### config.mk
export PLATFORM = sky130hd
export DESIGN_NAME = fetch_ctrl_flat
export DESIGN_NICKNAME = d
export VERILOG_FILES = /design/src/rtl/fetch_ctrl_if.sv /design/src/rtl/fetch_ctrl.sv /design/src/flat_wrapper.sv
export SDC_FILE = /design/constraint.sdc
export NUM_CORES = 1
export LEC_CHECK = 0
export CELL_PAD_IN_SITES_DETAIL_PLACEMENT = 0
export CELL_PAD_IN_SITES_GLOBAL_PLACEMENT = 1
export CORE_MARGIN = 8
export CORE_UTILIZATION = 39
export DETAILED_ROUTE_END_ITERATION = 10
export PLACE_DENSITY_LB_ADDON = 0.1
export SLEW_MARGIN = 30
export SYNTH_ARGS = -nofsm -noshare
export SYNTH_HDL_FRONTEND = slang
export SYNTH_SLANG_ARGS = --single-unit
export TNS_END_PERCENT = 50
### constraint.sdc
create_clock -name clk -period 5.58 [get_ports clk]
set_clock_uncertainty 0.2 [all_clocks]
set_input_delay 1.116 -clock clk [delete_from_list [all_inputs] [get_ports clk]]
set_output_delay 1.116 -clock clk [all_outputs]
set_load 0.03 [all_outputs]
### src/rtl/fetch_ctrl_if.sv
// Bundles the instruction-memory request/response bus and the decode handshake
// seen by fetch_ctrl. The master modport is the fetch controller's view.
interface fetch_ctrl_if;
    logic        fetch_en;
    logic        imem_req;
    logic [31:0] imem_addr;
    logic        imem_rvalid;
    logic [31:0] imem_rdata;
    logic        redirect_valid;
    logic [31:0] redirect_pc;
    logic        out_valid;
    logic        out_ready;
    logic [31:0] out_instr;
    logic [31:0] out_pc;
    logic        busy;

    modport master (
        input  fetch_en, imem_rvalid, imem_rdata, redirect_valid, redirect_pc, out_ready,
        output imem_req, imem_addr, out_valid, out_instr, out_pc, busy
    );

    modport slave (
        output fetch_en, imem_rvalid, imem_rdata, redirect_valid, redirect_pc, out_ready,
        input  imem_req, imem_addr, out_valid, out_instr, out_pc, busy
    );
endinterface

### src/rtl/fetch_ctrl.sv
// Instruction fetch sequencer: single outstanding memory request, one-entry
// decode buffer, and redirect handling that flushes the buffer and any in-flight response.
module fetch_ctrl #(
    parameter logic [31:0] RESET_PC = 32'h0000_0000
) (
    input  logic          clk,
    input  logic          n_rst,
    fetch_ctrl_if.master  bus
);

    typedef enum logic [1:0] {
        S_IDLE  = 2'd0,
        S_WAIT  = 2'd1,
        S_FLUSH = 2'd2
    } state_t;

    state_t      state_q, state_d;
    logic [31:0] fetch_pc_q, fetch_pc_d;
    logic [31:0] req_pc_q, req_pc_d;
    logic [31:0] out_instr_q, out_instr_d;
    logic [31:0] out_pc_q, out_pc_d;
    logic        out_valid_q, out_valid_d;
    logic        issue;
    logic        load;
    logic        unused_rpc_lsb;

    assign unused_rpc_lsb = ^bus.redirect_pc[1:0];

    // State register
    always_ff @(posedge clk or negedge n_rst) begin
        if (!n_rst) begin
            state_q <= S_IDLE;
        end else begin
            state_q <= state_d;
        end
    end

    // Next-state logic; a response arriving alongside a redirect still retires the request
    always_comb begin
        state_d = state_q;
        case (state_q)
            S_IDLE: begin
                if (issue) state_d = S_WAIT;
            end
            S_WAIT: begin
                if (bus.imem_rvalid)         state_d = S_IDLE;
                else if (bus.redirect_valid) state_d = S_FLUSH;
            end
            S_FLUSH: begin
                if (bus.imem_rvalid) state_d = S_IDLE;
            end
            default: state_d = S_IDLE;
        endcase
    end

    // Output logic; issue needs an empty or draining buffer so a load never finds it full
    always_comb begin
        issue = n_rst && (state_q == S_IDLE) && bus.fetch_en && !bus.redirect_valid &&
                (!out_valid_q || bus.out_ready);
        load  = (state_q == S_WAIT) && bus.imem_rvalid && !bus.redirect_valid;
    end

    assign bus.imem_req  = issue;
    assign bus.imem_addr = fetch_pc_q;
    assign bus.busy      = (state_q != S_IDLE);
    assign bus.out_valid = out_valid_q;
    assign bus.out_instr = out_instr_q;
    assign bus.out_pc    = out_pc_q;

    // Datapath next values: redirect beats load, load beats a plain transfer
    always_comb begin
        fetch_pc_d  = fetch_pc_q;
        req_pc_d    = req_pc_q;
        out_instr_d = out_instr_q;
        out_pc_d    = out_pc_q;
        out_valid_d = out_valid_q;

        if (issue) req_pc_d = fetch_pc_q;

        if (bus.redirect_valid) begin
            fetch_pc_d  = {bus.redirect_pc[31:2], 2'b00};
            out_valid_d = 1'b0;
        end else if (load) begin
            fetch_pc_d  = fetch_pc_q + 32'd4;
            out_valid_d = 1'b1;
            out_instr_d = bus.imem_rdata;
            out_pc_d    = req_pc_q;
        end else if (out_valid_q && bus.out_ready) begin
            out_valid_d = 1'b0;
        end
    end

    always_ff @(posedge clk or negedge n_rst) begin
        if (!n_rst) begin
            fetch_pc_q  <= RESET_PC;
            req_pc_q    <= 32'd0;
            out_instr_q <= 32'd0;
            out_pc_q    <= 32'd0;
            out_valid_q <= 1'b0;
        end else begin
            fetch_pc_q  <= fetch_pc_d;
            req_pc_q    <= req_pc_d;
            out_instr_q <= out_instr_d;
            out_pc_q    <= out_pc_d;
            out_valid_q <= out_valid_d;
        end
    end

endmodule

### src/flat_wrapper.sv
// flat-port wrapper written by rule: the top's interface ports become plain ports
module fetch_ctrl_flat 
#(
    parameter logic [31:0] RESET_PC = 32'h0000_0000
)
  (clk, n_rst, bus_fetch_en, bus_imem_rvalid, bus_imem_rdata, bus_redirect_valid, bus_redirect_pc, bus_out_ready, bus_imem_req, bus_imem_addr, bus_out_valid, bus_out_instr, bus_out_pc, bus_busy);
  fetch_ctrl_if bus_i ();
  input  logic clk;
  input  logic n_rst;
  input wire logic [$bits(bus_i.fetch_en)-1:0] bus_fetch_en;
  input wire logic [$bits(bus_i.imem_rvalid)-1:0] bus_imem_rvalid;
  input wire logic [$bits(bus_i.imem_rdata)-1:0] bus_imem_rdata;
  input wire logic [$bits(bus_i.redirect_valid)-1:0] bus_redirect_valid;
  input wire logic [$bits(bus_i.redirect_pc)-1:0] bus_redirect_pc;
  input wire logic [$bits(bus_i.out_ready)-1:0] bus_out_ready;
  output wire logic [$bits(bus_i.imem_req)-1:0] bus_imem_req;
  output wire logic [$bits(bus_i.imem_addr)-1:0] bus_imem_addr;
  output wire logic [$bits(bus_i.out_valid)-1:0] bus_out_valid;
  output wire logic [$bits(bus_i.out_instr)-1:0] bus_out_instr;
  output wire logic [$bits(bus_i.out_pc)-1:0] bus_out_pc;
  output wire logic [$bits(bus_i.busy)-1:0] bus_busy;
  assign bus_i.fetch_en = bus_fetch_en;
  assign bus_i.imem_rvalid = bus_imem_rvalid;
  assign bus_i.imem_rdata = bus_imem_rdata;
  assign bus_i.redirect_valid = bus_redirect_valid;
  assign bus_i.redirect_pc = bus_redirect_pc;
  assign bus_i.out_ready = bus_out_ready;
  assign bus_imem_req = bus_i.imem_req;
  assign bus_imem_addr = bus_i.imem_addr;
  assign bus_out_valid = bus_i.out_valid;
  assign bus_out_instr = bus_i.out_instr;
  assign bus_out_pc = bus_i.out_pc;
  assign bus_busy = bus_i.busy;
  fetch_ctrl #(.RESET_PC(RESET_PC)) u_core (.clk(clk), .n_rst(n_rst), .bus(bus_i));
endmodule
* Word level (Yosys, flattened, before mapping)
Cells that the tools add are included.
** Word-level totals
- Register bits after elaboration :: 131
- Output and inout bits :: 99
- Word-level logic and storage cells :: 39
** Cells by class
- Add/sub/neg operators :: 1
- Equality and inequality tests :: 5
- Mux-type cells :: 10
- Bitwise gates (word level) :: 1
- Reduce and logical (&&, ||, !) cells :: 16
** Operator list (count)
- 32-bit two-way mux :: 2
- 32-bit by 3-bit adder with 32-bit output (second input constant) :: 1
- 2-bit two-way mux :: 4
- 1-bit logical AND :: 7
- 2-bit case mux with 3 select lines :: 1
- 2-bit inequality test (second input constant) :: 2
- 2-bit nonzero test :: 2
- 1-bit two-way mux :: 3
- 3-bit inequality test (second input constant) :: 1
- 3-bit AND reduction :: 1
- 3-bit nonzero test :: 1
- 2-bit by 1-bit == test with 1-bit output (second input constant) :: 1
- 2-bit == test (second input constant) :: 1
- 1-bit zero test :: 2
- 2-bit zero test :: 1
- 2-bit AND reduction :: 1
- 1-bit logical OR :: 1
- 1-bit NOT :: 1

* Depth between registers and ports, before layout
- Depth after elaboration :: 7
- Gate-level depth with buffers :: 7

* Worst setup path after synthesis
Ideal clock, no wire load.
- Path type :: input port to output port
- From :: input bus_out_ready
- To :: output bus_imem_req
- Data arrival time :: 1.986 ns
- Setup slack :: 2.278 ns
- Cell stages on the path :: 4
- Buffers on the path :: 1
- Cells stage by stage :: nand2b_1 nand3_1 clkbuf_1 inv_1
** On the way
- Cells in the longest elaborated chain, start to end :: 2
** RTL lines
- start, declared :: line flat_wrapper.sv:15 : input wire logic [$bits(bus_i.out_ready)-1:0] bus_out_ready;
- 1-bit logical OR :: line fetch_ctrl.sv:59 : (!out_valid_q || bus.out_ready);
- 1-bit logical AND :: line fetch_ctrl.sv:58 : issue = n_rst && (state_q == S_IDLE) && bus.fetch_en && !bus.redirect_valid &&
- end, declared :: line flat_wrapper.sv:16 : output wire logic [$bits(bus_i.imem_req)-1:0] bus_imem_req;
No other way between the ends.

* Worst setup path after layout
- From :: input bus_redirect_valid
- To :: output bus_imem_req
** On the way
- Cells in the longest elaborated chain, start to end :: 3
** RTL lines
- start, declared :: line flat_wrapper.sv:13 : input wire logic [$bits(bus_i.redirect_valid)-1:0] bus_redirect_valid;
- 1-bit zero test :: line fetch_ctrl.sv:58
- 1-bit logical AND (2 in a row) :: line fetch_ctrl.sv:58
No other way between the ends.

==> impl_results.md <==
- Status: finished clean
- Power Total: 3.56 mW
- WHS: 0.297 ns
- Dominant synthesized flop cell: dfrtp_1
- Sw frac: 0.317
- Crit Path Class: primary input to output pin
- Layout cell share with drive strength beyond 1: 0.224
- Mapped cell area: 0.00536 mm2
- CP Capture Type: output pin
- Pre-CTS WS: 1.55 ns
- TritonCTS Sinks: 125
- Unique masters post-synth: 39
- Crit path max fanout: 2
- FF-to-FF End: u_core.bus.imem_addr[23]$_DFFE_PN0N_
- Final Max Slew Viols: 0
- Core box area: 0.0137 mm2
- Flop pwr share: 0.366
- Synth Register Bits: 125
- I/O pin total: 169
- Post-synth top area share: 0.584
- VDD IR-drop max: 203 uV
- Gpl congestion: 0.720
- Mean Syn Cell Area: 12.7 um2
- Post-DRT Antenna Nets: 0
- Die area: 0.0177 mm2
- Layout Nets: 658
- Initial cell density of the core: 0.392
- Reg2Reg Setup Slack: 2.86 ns
- Placed instance count: 748
- RSZ-0062 raised after global routing: false
- Largest cells by area after synthesis: dfrtp_1 (58%), mux2_2 (20%), or4_1 (2.0%)
- CTS tree: yes
- Die height: 133 um
- Maximum clock frequency: 249 MHz
- Top cell type by total area after synthesis: dfrtp_1
- Crit share post-route: 0.720
- Worst-case clock buffer depth: 2
- Net Switching: 1.13 mW
- Global-route usage over all layers: 0.162
- Async SR Flop Fraction: 1.00
- Actual slew at the worst max-slew pin: 0.860 ns
- Rows: 43
- Cells after Synth: 423
- CP Data Required Time: 4.26 ns
- Most common cell after layout, fill and taps aside: clkdlybuf4s50_1
- Design Area, Final: 0.00777 mm2
- HP Class: register to register
- CTS Buf Count: 17
- R2R Path Start: u_core.bus.imem_addr[7]$_DFFE_PN0N_
- DR pass1 iterations: 4
- Antenna violations before repair: 0
- Pleak: 3.20 nW
- Vias post-DR: 3933
- Hold Fails Final Rpt: 0
- Critical path arrival: 2.70 ns
- DP Wirelength: 9.85 mm
- Final min period: 4.02 ns
- Starting DRT DRC Count: 148
- Max cap viols: 0
- Power Internal: 2.43 mW
- Hold-fix buffers, CTS: 0
- Pwr Density: 457 mW/mm2
- Via density per instance: 5.05
- Final Util: 0.569
- Number of global-route vias before repair: 4246
- Syn. warnings: 0
- Post-Place Cell Area: 0.00718 mm2
- Post-CTS sizing: 0
- Reg2Reg Depth: 4
- Wire per inst: 17.8 um
- Port Buf Inserts: 162
- Fin Setup TNS: 0 ns
- Type of origin of the critical path: primary input
- Post-synth EDFFs: 0
- Pin count of the biggest net entering global routing: 67
- Area Overhead vs Synth: 45.2%
- Worst-Skew Late Latency: 0.41 ns
- Fin cells: 779
- Diodes inserted: 0
- Final Setup Violations: 0
- Final setup margin: 1.56 ns
- Sequential fraction of the synthesis area: 0.584
- Most frequent cells in the layout: clkdlybuf4s50_1 (161), dfrtp_1 (125), mux2_2 (93), nand2_1 (24), nor2_1 (18)
- Die X: 133 um
- Postcts setup bufs: 0
- Clock transition at path regs: 0.05 ns
- Hold Path Origin: u_core.req_pc_q[31]$_DFFE_PN0P_
- Slew Limit Headroom: 0.423
- DRC: 0
- Filler instances: 1189
- DRT Wirelength: 13.9 mm
- Total grt overflow: 0
- First-pass GRT wire length: 22.8 mm
- CTS root buf: clkbuf_16
- CTS H-tree depth: 4
- Clock share of power: 0.306
- WHS Endpoint: u_core.req_pc_q[31]$_DFFE_PN0P_
- Hold depth: 1
- Combinational share of power: 0.327
## synthesized netlist by cell type (3+ instances only)
library cell  count
dfrtp_1         125
mux2_2           93
nand2_1          24
nor2_1           19
clkbuf_1         18
nand3_1          14
or4_1            14
o21ai_0          13
a31oi_1          12
o31ai_1          11
xnor2_1           8
a21oi_1           6
and2_1            6
and3_1            6
inv_1             6
nand4_1           6
a311o_1           4
buf_4             4
nor3_1            3
nor4_1            3
or3_1             3
xor2_1            3
## power groups by stage
stage                     Sequential (mW)  Clock [mW]  Combinational [mW]
after CTS                            1.31        1.11                1.18
final                                1.30        1.09                1.16
after detailed placement             1.32           0                1.18
after global routing                 1.35        1.16                1.22
after global placement               1.31           0                1.17
after floorplan                      1.68           0               0.268
## layout make-up
cell class / instances / area [um2] / area share
flip-flops and latches: 125 / 3130 / 0.402
repair buffers: 168 / 1700 / 0.218
multi-input cells: 269 / 2120 / 0.273
well taps: 180 / 225 / 0.0290
clock inverters: 8 / 115 / 0.0148
clock buffers: 23 / 468 / 0.0602
inverters: 6 / 22.5 / 0.00290
## how the worst max path moves through the flow
stage | from | slack (ns) | endpoint | cells past startpoint
finish | bus_redirect_valid | 1.56 | bus_imem_req | 5
CTS | bus_redirect_valid | 1.55 | bus_imem_req | 5
global placement | bus_redirect_valid | 1.56 | bus_imem_req | 5
global route | bus_redirect_valid | 1.47 | bus_imem_req | 5
detailed placement | bus_redirect_valid | 1.55 | bus_imem_req | 5
floorplan | bus_out_ready | 2.28 | bus_imem_req | 4
## critical path: stages
cell and delay [ns]:
clkdlybuf4s50_1 0.42, nor3b_1 0.24, nand3_2 0.14, inv_1 0.07
clkdlybuf4s50_1 0.70
## sequential cells by signal, summed over array words and instances (netlist names)
name and count:
u_core.bus.out_pc 30, u_core.bus.out_instr 32, u_core.state_q 2, u_core.req_pc_q 30, u_core.bus.out_valid 1, u_core.bus.imem_addr 30
## per-layer routing
| layer | GRT usage | wire [um] |
|---|---|---|
| met4 | 0.0649 | 119 |
| met3 | 0.0452 | 899 |
| met1 | 0.204 | 6120 |
| met2 | 0.259 | 6730 |
| met5 | 0 | 0 |
## kinds of logic (layout without fill, tap and decap cells)
family,Yosys count,in the layout,share of synthesized area
compound gates,49,49,0.0596
buf+inv,32,205,0.0269
flops,125,125,0.584
xor+xnor,11,11,0.0180
simple gates,110,110,0.111
mux,94,94,0.197
other cells,1,4,0.000700
fa+ha+maj,1,1,0.00234
Note: power is estimated with default switching activity, not from simulation.
